--- src/rtl/uart_tx_arbiter.sv ---
// uart_tx_arbiter: shares one uart_tx serializer between NREQ byte
// requesters, with round-robin grant, burst hold and an s_tick idle gap.
//
// Ports:
//   clk           system clock, rising edge
//   reset         asynchronous active-low reset
//   req_valid     bit i: requester i has a byte pending
//   req_data      requester i byte at [i*DBIT +: DBIT]
//   req_ready     one-cycle ack: byte of requester i captured
//   s_tick        oversampling tick shared with uart_tx
//   tx_done_tick  frame finished, from uart_tx
//   tx_start      one-cycle start pulse to uart_tx
//   din           frame byte, held until the next capture
//   grant_id      requester owning the current/last frame
//   busy          high whenever the arbiter is not idle
//
// Build option: define UART_TX_ARB_PRIO_EN to give requester 0 strict
// priority at every grant, overriding any burst hold of other requesters.

module uart_tx_arbiter #(
  parameter int  NREQ      = 4,
  parameter int  DBIT      = 8,
  parameter int  MAX_BURST = 4,
  parameter int  GAP_TICKS = 16,
  localparam int GW        = (NREQ > 1) ? $clog2(NREQ) : 1
) (
  input  logic                 clk,
  input  logic                 reset,
  input  logic [NREQ-1:0]      req_valid,
  input  logic [NREQ*DBIT-1:0] req_data,
  output logic [NREQ-1:0]      req_ready,
  input  logic                 s_tick,
  input  logic                 tx_done_tick,
  output logic                 tx_start,
  output logic [DBIT-1:0]      din,
  output logic [GW-1:0]        grant_id,
  output logic                 busy
);

  localparam int BW = $clog2(MAX_BURST + 1);
  localparam int CW = (GAP_TICKS > 1) ? $clog2(GAP_TICKS) : 1;

  localparam logic [BW-1:0] BURST_MAX = BW'(MAX_BURST);
  localparam logic [GW-1:0] LAST_RST  = GW'(NREQ - 1);
  localparam logic [CW-1:0] GAP_LAST  =
    CW'((GAP_TICKS > 0) ? GAP_TICKS - 1 : 0);

  typedef enum logic [1:0] {
    IDLE,
    BUSY,
    GAP
  } state_t;

  state_t            state_q, state_d;
  logic [GW-1:0]     last_q, last_d;
  logic [GW-1:0]     gid_q, gid_d;
  logic [BW-1:0]     burst_q, burst_d;
  logic [CW-1:0]     gap_q, gap_d;
  logic [DBIT-1:0]   din_q, din_d;
  logic [NREQ-1:0]   ready_q, ready_d;
  logic              start_q, start_d;
  logic              busy_q, busy_d;

  logic [DBIT-1:0]   data_a [NREQ];
  logic [GW-1:0]     rr_win;
  logic [GW-1:0]     win;
  logic [BW-1:0]     burst_nx;
  logic              hold_ok;
  logic              grant;
  logic              decide;

  for (genvar g = 0; g < NREQ; g++) begin : g_data
    assign data_a[g] = req_data[g*DBIT +: DBIT];
  end

  // First set bit of v scanning upward from last+1, wrapping at NREQ.
  function automatic logic [GW-1:0] rr_pick(
    input logic [NREQ-1:0] v,
    input logic [GW-1:0]   last
  );
    logic [GW:0]   sum;
    logic [GW-1:0] idx;
    logic [GW-1:0] pick;
    logic          found;
    pick  = '0;
    found = 1'b0;
    for (int i = 1; i <= NREQ; i++) begin
      sum = {1'b0, last} + (GW+1)'(i);
      if (sum >= (GW+1)'(NREQ)) begin
        sum = sum - (GW+1)'(NREQ);
      end
      idx = sum[GW-1:0];
      if (!found && v[idx]) begin
        pick  = idx;
        found = 1'b1;
      end
    end
    return pick;
  endfunction

  assign rr_win  = rr_pick(req_valid, last_q);
  assign hold_ok = req_valid[gid_q] && (burst_q < BURST_MAX);

  always_comb begin
    state_d  = state_q;
    last_d   = last_q;
    gid_d    = gid_q;
    burst_d  = burst_q;
    gap_d    = gap_q;
    din_d    = din_q;
    ready_d  = '0;
    start_d  = 1'b0;
    grant    = 1'b0;
    decide   = 1'b0;
    win      = rr_win;
    burst_nx = BW'(1);

    unique case (state_q)
      IDLE: begin
        grant = |req_valid;
      end
      BUSY: begin
        if (tx_done_tick) begin
          if (GAP_TICKS > 0) begin
            state_d = GAP;
            gap_d   = '0;
          end else begin
            decide = 1'b1;
          end
        end
      end
      GAP: begin
        if (s_tick) begin
          if (gap_q == GAP_LAST) begin
            decide = 1'b1;
          end else begin
            gap_d = gap_q + 1'b1;
          end
        end
      end
      default: begin
        state_d = IDLE;
      end
    endcase

    // End of a frame (plus gap): chain straight into the next
    // capture when anyone is waiting, otherwise fall back to IDLE.
    if (decide) begin
      grant = |req_valid;
      if (!grant) begin
        state_d = IDLE;
      end
    end

    // Burst hold only applies between back-to-back frames.
    if (decide && hold_ok) begin
      win      = gid_q;
      burst_nx = burst_q + 1'b1;
    end

`ifdef UART_TX_ARB_PRIO_EN
    if (req_valid[0]) begin
      win      = '0;
      burst_nx = (decide && gid_q == '0 && burst_q < BURST_MAX)
               ? burst_q + 1'b1 : BW'(1);
    end
`endif

    if (grant) begin
      state_d      = BUSY;
      start_d      = 1'b1;
      ready_d[win] = 1'b1;
      gid_d        = win;
      last_d       = win;
      din_d        = data_a[win];
      burst_d      = burst_nx;
    end

    busy_d = (state_d != IDLE);
  end

  always_ff @(posedge clk or negedge reset) begin
    if (!reset) begin
      state_q <= IDLE;
      last_q  <= LAST_RST;
      gid_q   <= '0;
      burst_q <= '0;
      gap_q   <= '0;
      din_q   <= '0;
      ready_q <= '0;
      start_q <= 1'b0;
      busy_q  <= 1'b0;
    end else begin
      state_q <= state_d;
      last_q  <= last_d;
      gid_q   <= gid_d;
      burst_q <= burst_d;
      gap_q   <= gap_d;
      din_q   <= din_d;
      ready_q <= ready_d;
      start_q <= start_d;
      busy_q  <= busy_d;
    end
  end

  assign req_ready = ready_q;
  assign tx_start  = start_q;
  assign din       = din_q;
  assign grant_id  = gid_q;
  assign busy      = busy_q;

endmodule

--- config.mk ---
export PLATFORM = sky130hd
export DESIGN_NAME = uart_tx_arbiter
export DESIGN_NICKNAME = d
export VERILOG_FILES = /design/src/rtl/uart_tx_arbiter.sv
export SDC_FILE = /design/constraint.sdc
export NUM_CORES = 1
export LEC_CHECK = 0
export ABC_CLOCK_PERIOD_IN_PS = 2500
export CAP_MARGIN = 20
export CORE_MARGIN = 1
export CORE_UTILIZATION = 44
export DETAILED_ROUTE_END_ITERATION = 6
export GPL_TIMING_DRIVEN = 0
export HOLD_SLACK_MARGIN = 0.05
export PLACE_DENSITY = 0.79
export SYNTH_ARGS = -nofsm -noshare
export SYNTH_HDL_FRONTEND = slang
export SYNTH_SLANG_ARGS = --single-unit
--- constraint.sdc ---
create_clock -name clk -period 2.5 [get_ports clk]
set_input_delay 0.25 -clock clk [delete_from_list [all_inputs] [get_ports clk]]
set_output_delay 0.25 -clock clk [all_outputs]
set_load 0.005 [all_outputs]
# == Word-level counts from Yosys, hierarchy flattened ==
# Index checks and enable logic that the tools add are counted.
# classes
n_reduce_logical,15
mux,44
bitwise,1
addsub,10
magnitude_cmp,13
eq_ne,6
# op_table
op,n
$mux 2,13
$lt 2x3->1 const B,6
$bmux 8 s2,1
$mux 4,4
$mux 8,2
$ge 3x3->1 const B,5
$mux 1,15
$bmux 1 s2,5
$pmux 4 s2,1
$sub 2x1->2 const B,4
$add 2x2->3 const B,2
$logic_and 1x1->1,6
$ne 2x2->1 const B,3
$add 4x1->4 const B,1
$eq 4x4->1 const B,1
$pmux 2 s2,1
$reduce_and 4->1,1
$reduce_bool 2->1,2
$reduce_or 4->1,1
$add 2x1->3 const B,1
$add 2x3->3 const B,1
$add 3x1->3 const B,1
$logic_not 1->1,3
$lt 3x3->1 const B,1
other kinds (8),8
# word_totals
reg_bits,27
output_inout_bits,16
in_bits,40
word_cells,98

# == Longest topological paths before layout ==
# Gate-level depths: netlist (run 1).
# depth
depth_word,21
mapped_depth,8

# == Least setup slack after synthesis (run 1) ==
# No wires, ideal clock.
# synth_timing
kind,register to register
start,reg gid_q[1] (netlist: grant_id[1])
end,reg din_q[7] (netlist: din[7])
arrival_time_ns,1.860
slack_ns,0.553
t_required_ns,2.413
period_less_slack_ns,1.947
stages_incl_launch_ff,8
path_cell_list,dfrtp_1 > mux4_2 > and3_4 > o22ai_4 > buf_12 > and2_4 > a211oi_2 > a211oi_2
# synth_via
elab_chain_cells,9
# synth_lines
item,line_no,rtl
from (decl),56,"logic [GW-1:0] gid_q, gid_d;"
from (signal assigned),196,gid_q <= gid_d;
$bmux 1 s2,102,assign hold_ok = req_valid[gid_q] && (burst_q < BURST_MAX);
$mux 1 (not written as such),102,
$logic_and 1x1->1,102,
$logic_and 1x1->1,156,if (decide && hold_ok) begin
$mux 2 *,156,
$not 2->3 (not written as such) *,175,din_d = data_a[win];
$bmux 8 s2 *,175,
$mux 8 (not written as such) * (2 in a row),175,
to (signal assigned),199,din_q <= din_d;
to (decl),59,"logic [DBIT-1:0] din_q, din_d;"
# Every way passes the cells marked *; elsewhere a longest branch is shown, timed or not. The select of a mux whose other input is x is not followed.
# A chain may end at the register's enable or synchronous reset.

# == Final worst setup path (run 1) ==
# layout_timing
start,reg gid_q[1] (netlist: grant_id[1])
end,reg din_q[4] (netlist: din[4])
# The elaborated chain is that of the path after synthesis.

==> qor.txt, run 1 <==
status - finished, final reports clean
period utilisation layout - 0.871
post-synthesis register bit count - 27
Via Count - 1324
Seq/Total Area, Yosys - 0.444
number of global-route vias before repair - 1320
HP Class - input pin to async pin
Synth Cell Area - 0.00153 sq mm
fin util - 0.656
TritonCTS buffer count - 3
buffers added on ports - 55
max incr delay on CP - 0.55 ns
Critical Path RT - 2.70 ns
Starting DRT DRC Count - 41
first-pass GRT wire length - 5.57 mm
initial antenna violation count - 0
final setup vio count - 0
relative slew slack - 0.650
Vias per Instance - 5.34
Yosys cell types - 45
critical path peak fanout - 10
Worst Skew - 0.00733 ns
CP most frequent cell - a211oi_1
DRT antenna net count - 0
CP arrival - 2.37 ns
P_sw - 0.000764 W
sequential power share - 0.366
FFs w/ async S/R, synth - 1.00
post-route cell area - 0.00219 sq mm
Residual DRC - 0
area delta synth->final - 43.4%
unrepaired setup endpoints after global routing - false
buffer count from post-CTS setup fixing - 0
CP bufs+invs - 1
Setup crit end kind - flip-flop
Core ar. - 0.00334 sq mm
WL final - 3.44 mm
clock transition at the registers of the reported paths - 0.14 ns
Setup TNS Final - 0 ns
diode count - 0
Cell Chain, Critical Path - mux4_2 -> and3_4 -> o22a_1 -> buf_4 -> a211oi_1 -> a211oi_1
slowest CP cell - mux4_2
Pwr Density - 938 mW/mm^2
Comb power frac - 0.544
maximum clock frequency - 459 MHz
CTS tree - yes
MaxCap Viol Count - 0
Sw Share - 0.372
Clock Path Buffers - 2
Gate Count Post-Synth - 142
Clock power frac - 0.090
drt wl/cell - 13.9 um
first-pass iteration count of the detailed router - 4
routability cong. - 0.773
Worst-Margin Slew - 0.524 ns
Final Max Slew Viols - 0
critical path depth in cells - 6
Pint - 0.00129 W
GRT Overall Usage - 0.208
cts repair resizes - 0
Setup crit start kind - flip-flop
Synth warnings - 0
Synth Area per Inst - 10.7 sq um
Overflow after GRT - 0
Die W - 60.9 um
effective utilization at floorplan - 0.457
Hold Fails Final Rpt - 0
share of cells above drive strength 1 - 0.144
hpwl dp - 2.75 mm
fillers - 282
Nets - 245
I/O pins - 56
syn nets - 184
H-tree depth reported by CTS - 1
leading cell type in the layout, fill and taps excluded - clkdlybuf4s50_1
P_leak - 0.888 nW
peak supply drop - 0.394 mV
worst skew pair latency - 0.32 ns
die area - 0.00371 sq mm
Final Critical Period - 2.18 ns
Main synth FF type - dfrtp_1
placed cell areas - 0.00216 sq mm
clk root buf - clkbuf_4
clock sinks - 27
# rows - 21
family with the most delay on the worst path - compound AO/OA/AOI/OAI gates
most frequent cells in the layout - clkdlybuf4s50_1, dfrtp_1, a211oi_1, nor2_1
critical path class - flip-flop to flip-flop
overall power - 0.00205 W
# hold bufs at CTS - 0
R2R depth - 6
largest net degree at the start of global routing - 21
die extent in y - 60.9 um
Post-synth EDFFs - 0
==> cell families after synthesis <==
family                   count (synthesis)  synth area share
buffers and inverters                    7            0.0410
adder cells (fa/ha/maj)                  2            0.0164
AO/OA/AOI/OAI                           38             0.204
multiplexers                            13            0.0943
XOR/XNOR                                 1           0.00574
flip-flops                              27             0.444
AND/OR/NAND/NOR                         54             0.194
==> synthesized netlist by cell type (4+ instances only) <==
cell type,n,area [sq um]
nand2_1,11,41.3
nand3_1,4,20.0
o21ai_0,6,30.0
a211oi_1,14,105
mux2i_1,11,110
a21oi_1,4,20.0
and2_2,7,52.6
dfrtp_1,25,626
nand2b_1,4,25.0
nor2_1,12,45.0
==> power by group through the flow <==
stage / sequential (W) / combinational, W / clock, W
after floorplan: 0.000741 / 0.000670 / 0
after global placement: 0.000748 / 0.00108 / 0
after detailed placement: 0.000755 / 0.00112 / 0
after CTS: 0.000748 / 0.00112 / 0.000190
after global routing: 0.000771 / 0.00122 / 0.000208
final: 0.000751 / 0.00112 / 0.000185
==> metal layers <==
layer / vias to the layer above / part of all wire / track usage
li1: 645 / - / -
met1: 617 / 0.43 / 0.239
met2: 58 / 0.50 / 0.366
met3: 4 / 0.059 / 0.0554
met4: 0 / 0.0090 / 0.0844
met5: - / 0 / 0
==> through the flow <==
stage	hold slack (ns)	cells	setup slack, ns
final	0.238	248	0.323
after global routing	0.243	248	0.142
after CTS	0.240	248	0.347
after detailed placement	0.469	244	0.0971
after global placement	0.465	243	0.140
after floorplan	-0.0456	142	0.553
==> registers in the layout (all words and copies together) (netlist names) <==
| register | cells |
|---|---|
| grant_id | 2 |
| tx_start | 1 |
| req_ready | 4 |
| din | 8 |
| burst_q | 3 |
| last_q | 2 |
| busy | 1 |
| state_q | 2 |
| gap_q | 4 |
==> final timing paths <==
kind	start	endpoint	slack (ns)
worst max-delay path	grant_id[1]	din[4]	0.32
max in group asynchronous	reset	last_q[0]	1.74
worst max register to register	grant_id[1]	din[4]	0.32
min in group clk	last_q[0]	last_q[0]	0.49
worst min-delay path	reset	tx_start	0.24
worst min register to register	last_q[0]	last_q[0]	0.49
==> worst register-to-register path, cell delays in order (launching register included) <==
cell and delay (ns):
dfrtp_1 0.48, mux4_2 0.55, and3_4 0.22, o22a_1 0.20, buf_4 0.18, a211oi_1 0.32, a211oi_1 0.10
==> layout make-up <==
type / instances / area (sq um) / share of cell area
Buffer: 4 / 46.3 / 0.0212
Clock buffer: 4 / 26.3 / 0.0120
Inverter: 3 / 16.3 / 0.00743
Multi-Input combinational cell: 108 / 786 / 0.359
Sequential cell: 27 / 678 / 0.310
Tap cell: 46 / 57.6 / 0.0263
Timing Repair Buffer: 56 / 578 / 0.264
No activity file was read; power rests on OpenSTA's default activity.
==> run 2: changes to the inputs <==
ABC_CLOCK_PERIOD_IN_PS = 2800   (was 2500)
CORE_UTILIZATION = 48   (was 44)
GPL_TIMING_DRIVEN = 1   (was 0)
PLACE_DENSITY = 0.85   (was 0.79)
clock period = 2.8 ns   (was 2.5 ns; I/O delays follow)
==> qor.txt, run 2 (synthesis results as in run 1) <==
P_leak - 0.868 nW
unrepaired setup endpoints after global routing - false
Setup crit end kind - flip-flop
RR Startpoint - gap_q[0]
Overflow after GRT - 0
worst skew pair latency - 0.33 ns
first-pass iteration count of the detailed router - 4
Worst Skew - 0.00572 ns
Pwr Density - 841 mW/mm^2
Clock Path Buffers - 2
CP arrival - 2.55 ns
diode count - 0
Core ar. - 0.00303 sq mm
number of global-route vias before repair - 1387
Nets - 243
leading cell type in the layout, fill and taps excluded - clkdlybuf4s50_1
# rows - 20
Worst-Margin Slew - 0.543 ns
die extent in y - 58.4 um
critical path launch point - gap_q[0]
Via Count - 1347
r2r endpoint - din[4]
Final Max Slew Viols - 0
buffer count from post-CTS setup fixing - 0
peak supply drop - 0.382 mV
final setup vio count - 0
Critical Path RT - 3.04 ns
WL final - 3.63 mm
R2R depth - 7
Starting DRT DRC Count - 41
critical path capture point - din[4]
GRT Overall Usage - 0.226
status - finished, final reports clean
die area - 0.00341 sq mm
R2R Setup Slk - 0.49 ns
critical path peak fanout - 14
buffers added on ports - 55
Setup TNS Final - 0 ns
largest net degree at the start of global routing - 28
post-route cell area - 0.00214 sq mm
hpwl dp - 2.85 mm
Setup crit start kind - flip-flop
P_sw - 0.000687 W
Clock power frac - 0.095
relative slew slack - 0.637
Sw Share - 0.382
critical path class - flip-flop to flip-flop
drt wl/cell - 14.9 um
fin util - 0.705
Final Critical Period - 2.31 ns
Residual DRC - 0
Die W - 58.4 um
most frequent cells in the layout - clkdlybuf4s50_1, dfrtp_1, a211oi_1, nor2_1
CTS tree - yes
TritonCTS buffer count - 3
HP Class - input pin to async pin
period utilisation layout - 0.826
H-tree depth reported by CTS - 1
clock transition at the registers of the reported paths - 0.15 ns
clock sinks - 27
Pint - 0.00111 W
MaxCap Viol Count - 0
placed cell count - 240
max reg flops - 8
Comb power frac - 0.535
first-pass GRT wire length - 5.90 mm
clk root buf - clkbuf_4
# hold bufs at CTS - 0
placed cell areas - 0.00211 sq mm
hold slack - 0.293 ns
DRT antenna net count - 0
Layout Cells excl Fill - 244
routability cong. - 0.868
initial antenna violation count - 0
effective utilization at floorplan - 0.504
share of cells above drive strength 1 - 0.140
Hold Fails Final Rpt - 0
sequential power share - 0.371
maximum clock frequency - 432 MHz
fillers - 233
area delta synth->final - 39.9%
cts repair resizes - 0
Vias per Instance - 5.52
I/O pins - 56
run 2: cell count changes in the layout (fill, tap and decap cells not counted):
cell and change:
buf_16 -1, clkbuf_1 -1, buf_6 -1, clkinv_2 +1, buf_4 +1, buf_12 -1
run 2: cell type report:
class	count	area, sq um	area share
Clock inverter	1	5.00	0.00234
Timing Repair Buffer	58	573	0.268
Multi-Input combinational cell	108	786	0.368
Clock buffer	3	22.5	0.0105
Inverter	3	16.3	0.00762
Sequential cell	27	678	0.318
Tap cell	44	55.1	0.0258
run 2: through the flow:
stage          setup slack, ns  power (W)
2_1_floorplan            0.853    0.00126
6_report                 0.487    0.00180
4_1_cts                  0.518    0.00181
3_5_place_dp             0.255    0.00164
3_3_place_gp             0.361    0.00159
5_1_grt                  0.368    0.00192
run 2: metal layers:
layer  part of all wire  up-vias  GRT usage
met5                  0        -          0
met4              0.023        0      0.105
met3              0.054       11     0.0418
met2               0.56       54      0.445
met1               0.36      643      0.227
li1                   -      639          -
run 2: worst max-delay path, cell delays in order (launching register included):
cell and delay [ns]:
dfrtp_1 0.42, ha_1 0.25, and4_1 0.30, nand2_1 0.20
o22ai_4 0.45, buf_4 0.23, mux2i_1 0.08, a211oi_1 0.29
run 2: worst min path at each step:
stage,end,cells past startpoint,slack [ns]
finish,tx_start,2,0.29
global route,gap_q[3],2,0.32
CTS,tx_start,2,0.30
detailed placement,last_q[0],2,0.47
global placement,last_q[0],2,0.47
floorplan,burst_q[0],0,-0.02
run 2: power groups by stage:
stage               Clock (W)  Sequential, W  Combinational, W
floorplan                   0       0.000661          0.000598
global placement            0       0.000666          0.000927
detailed placement          0       0.000676          0.000961
CTS                  0.000179       0.000668          0.000964
global route         0.000192       0.000685           0.00104
finish               0.000170       0.000665          0.000960
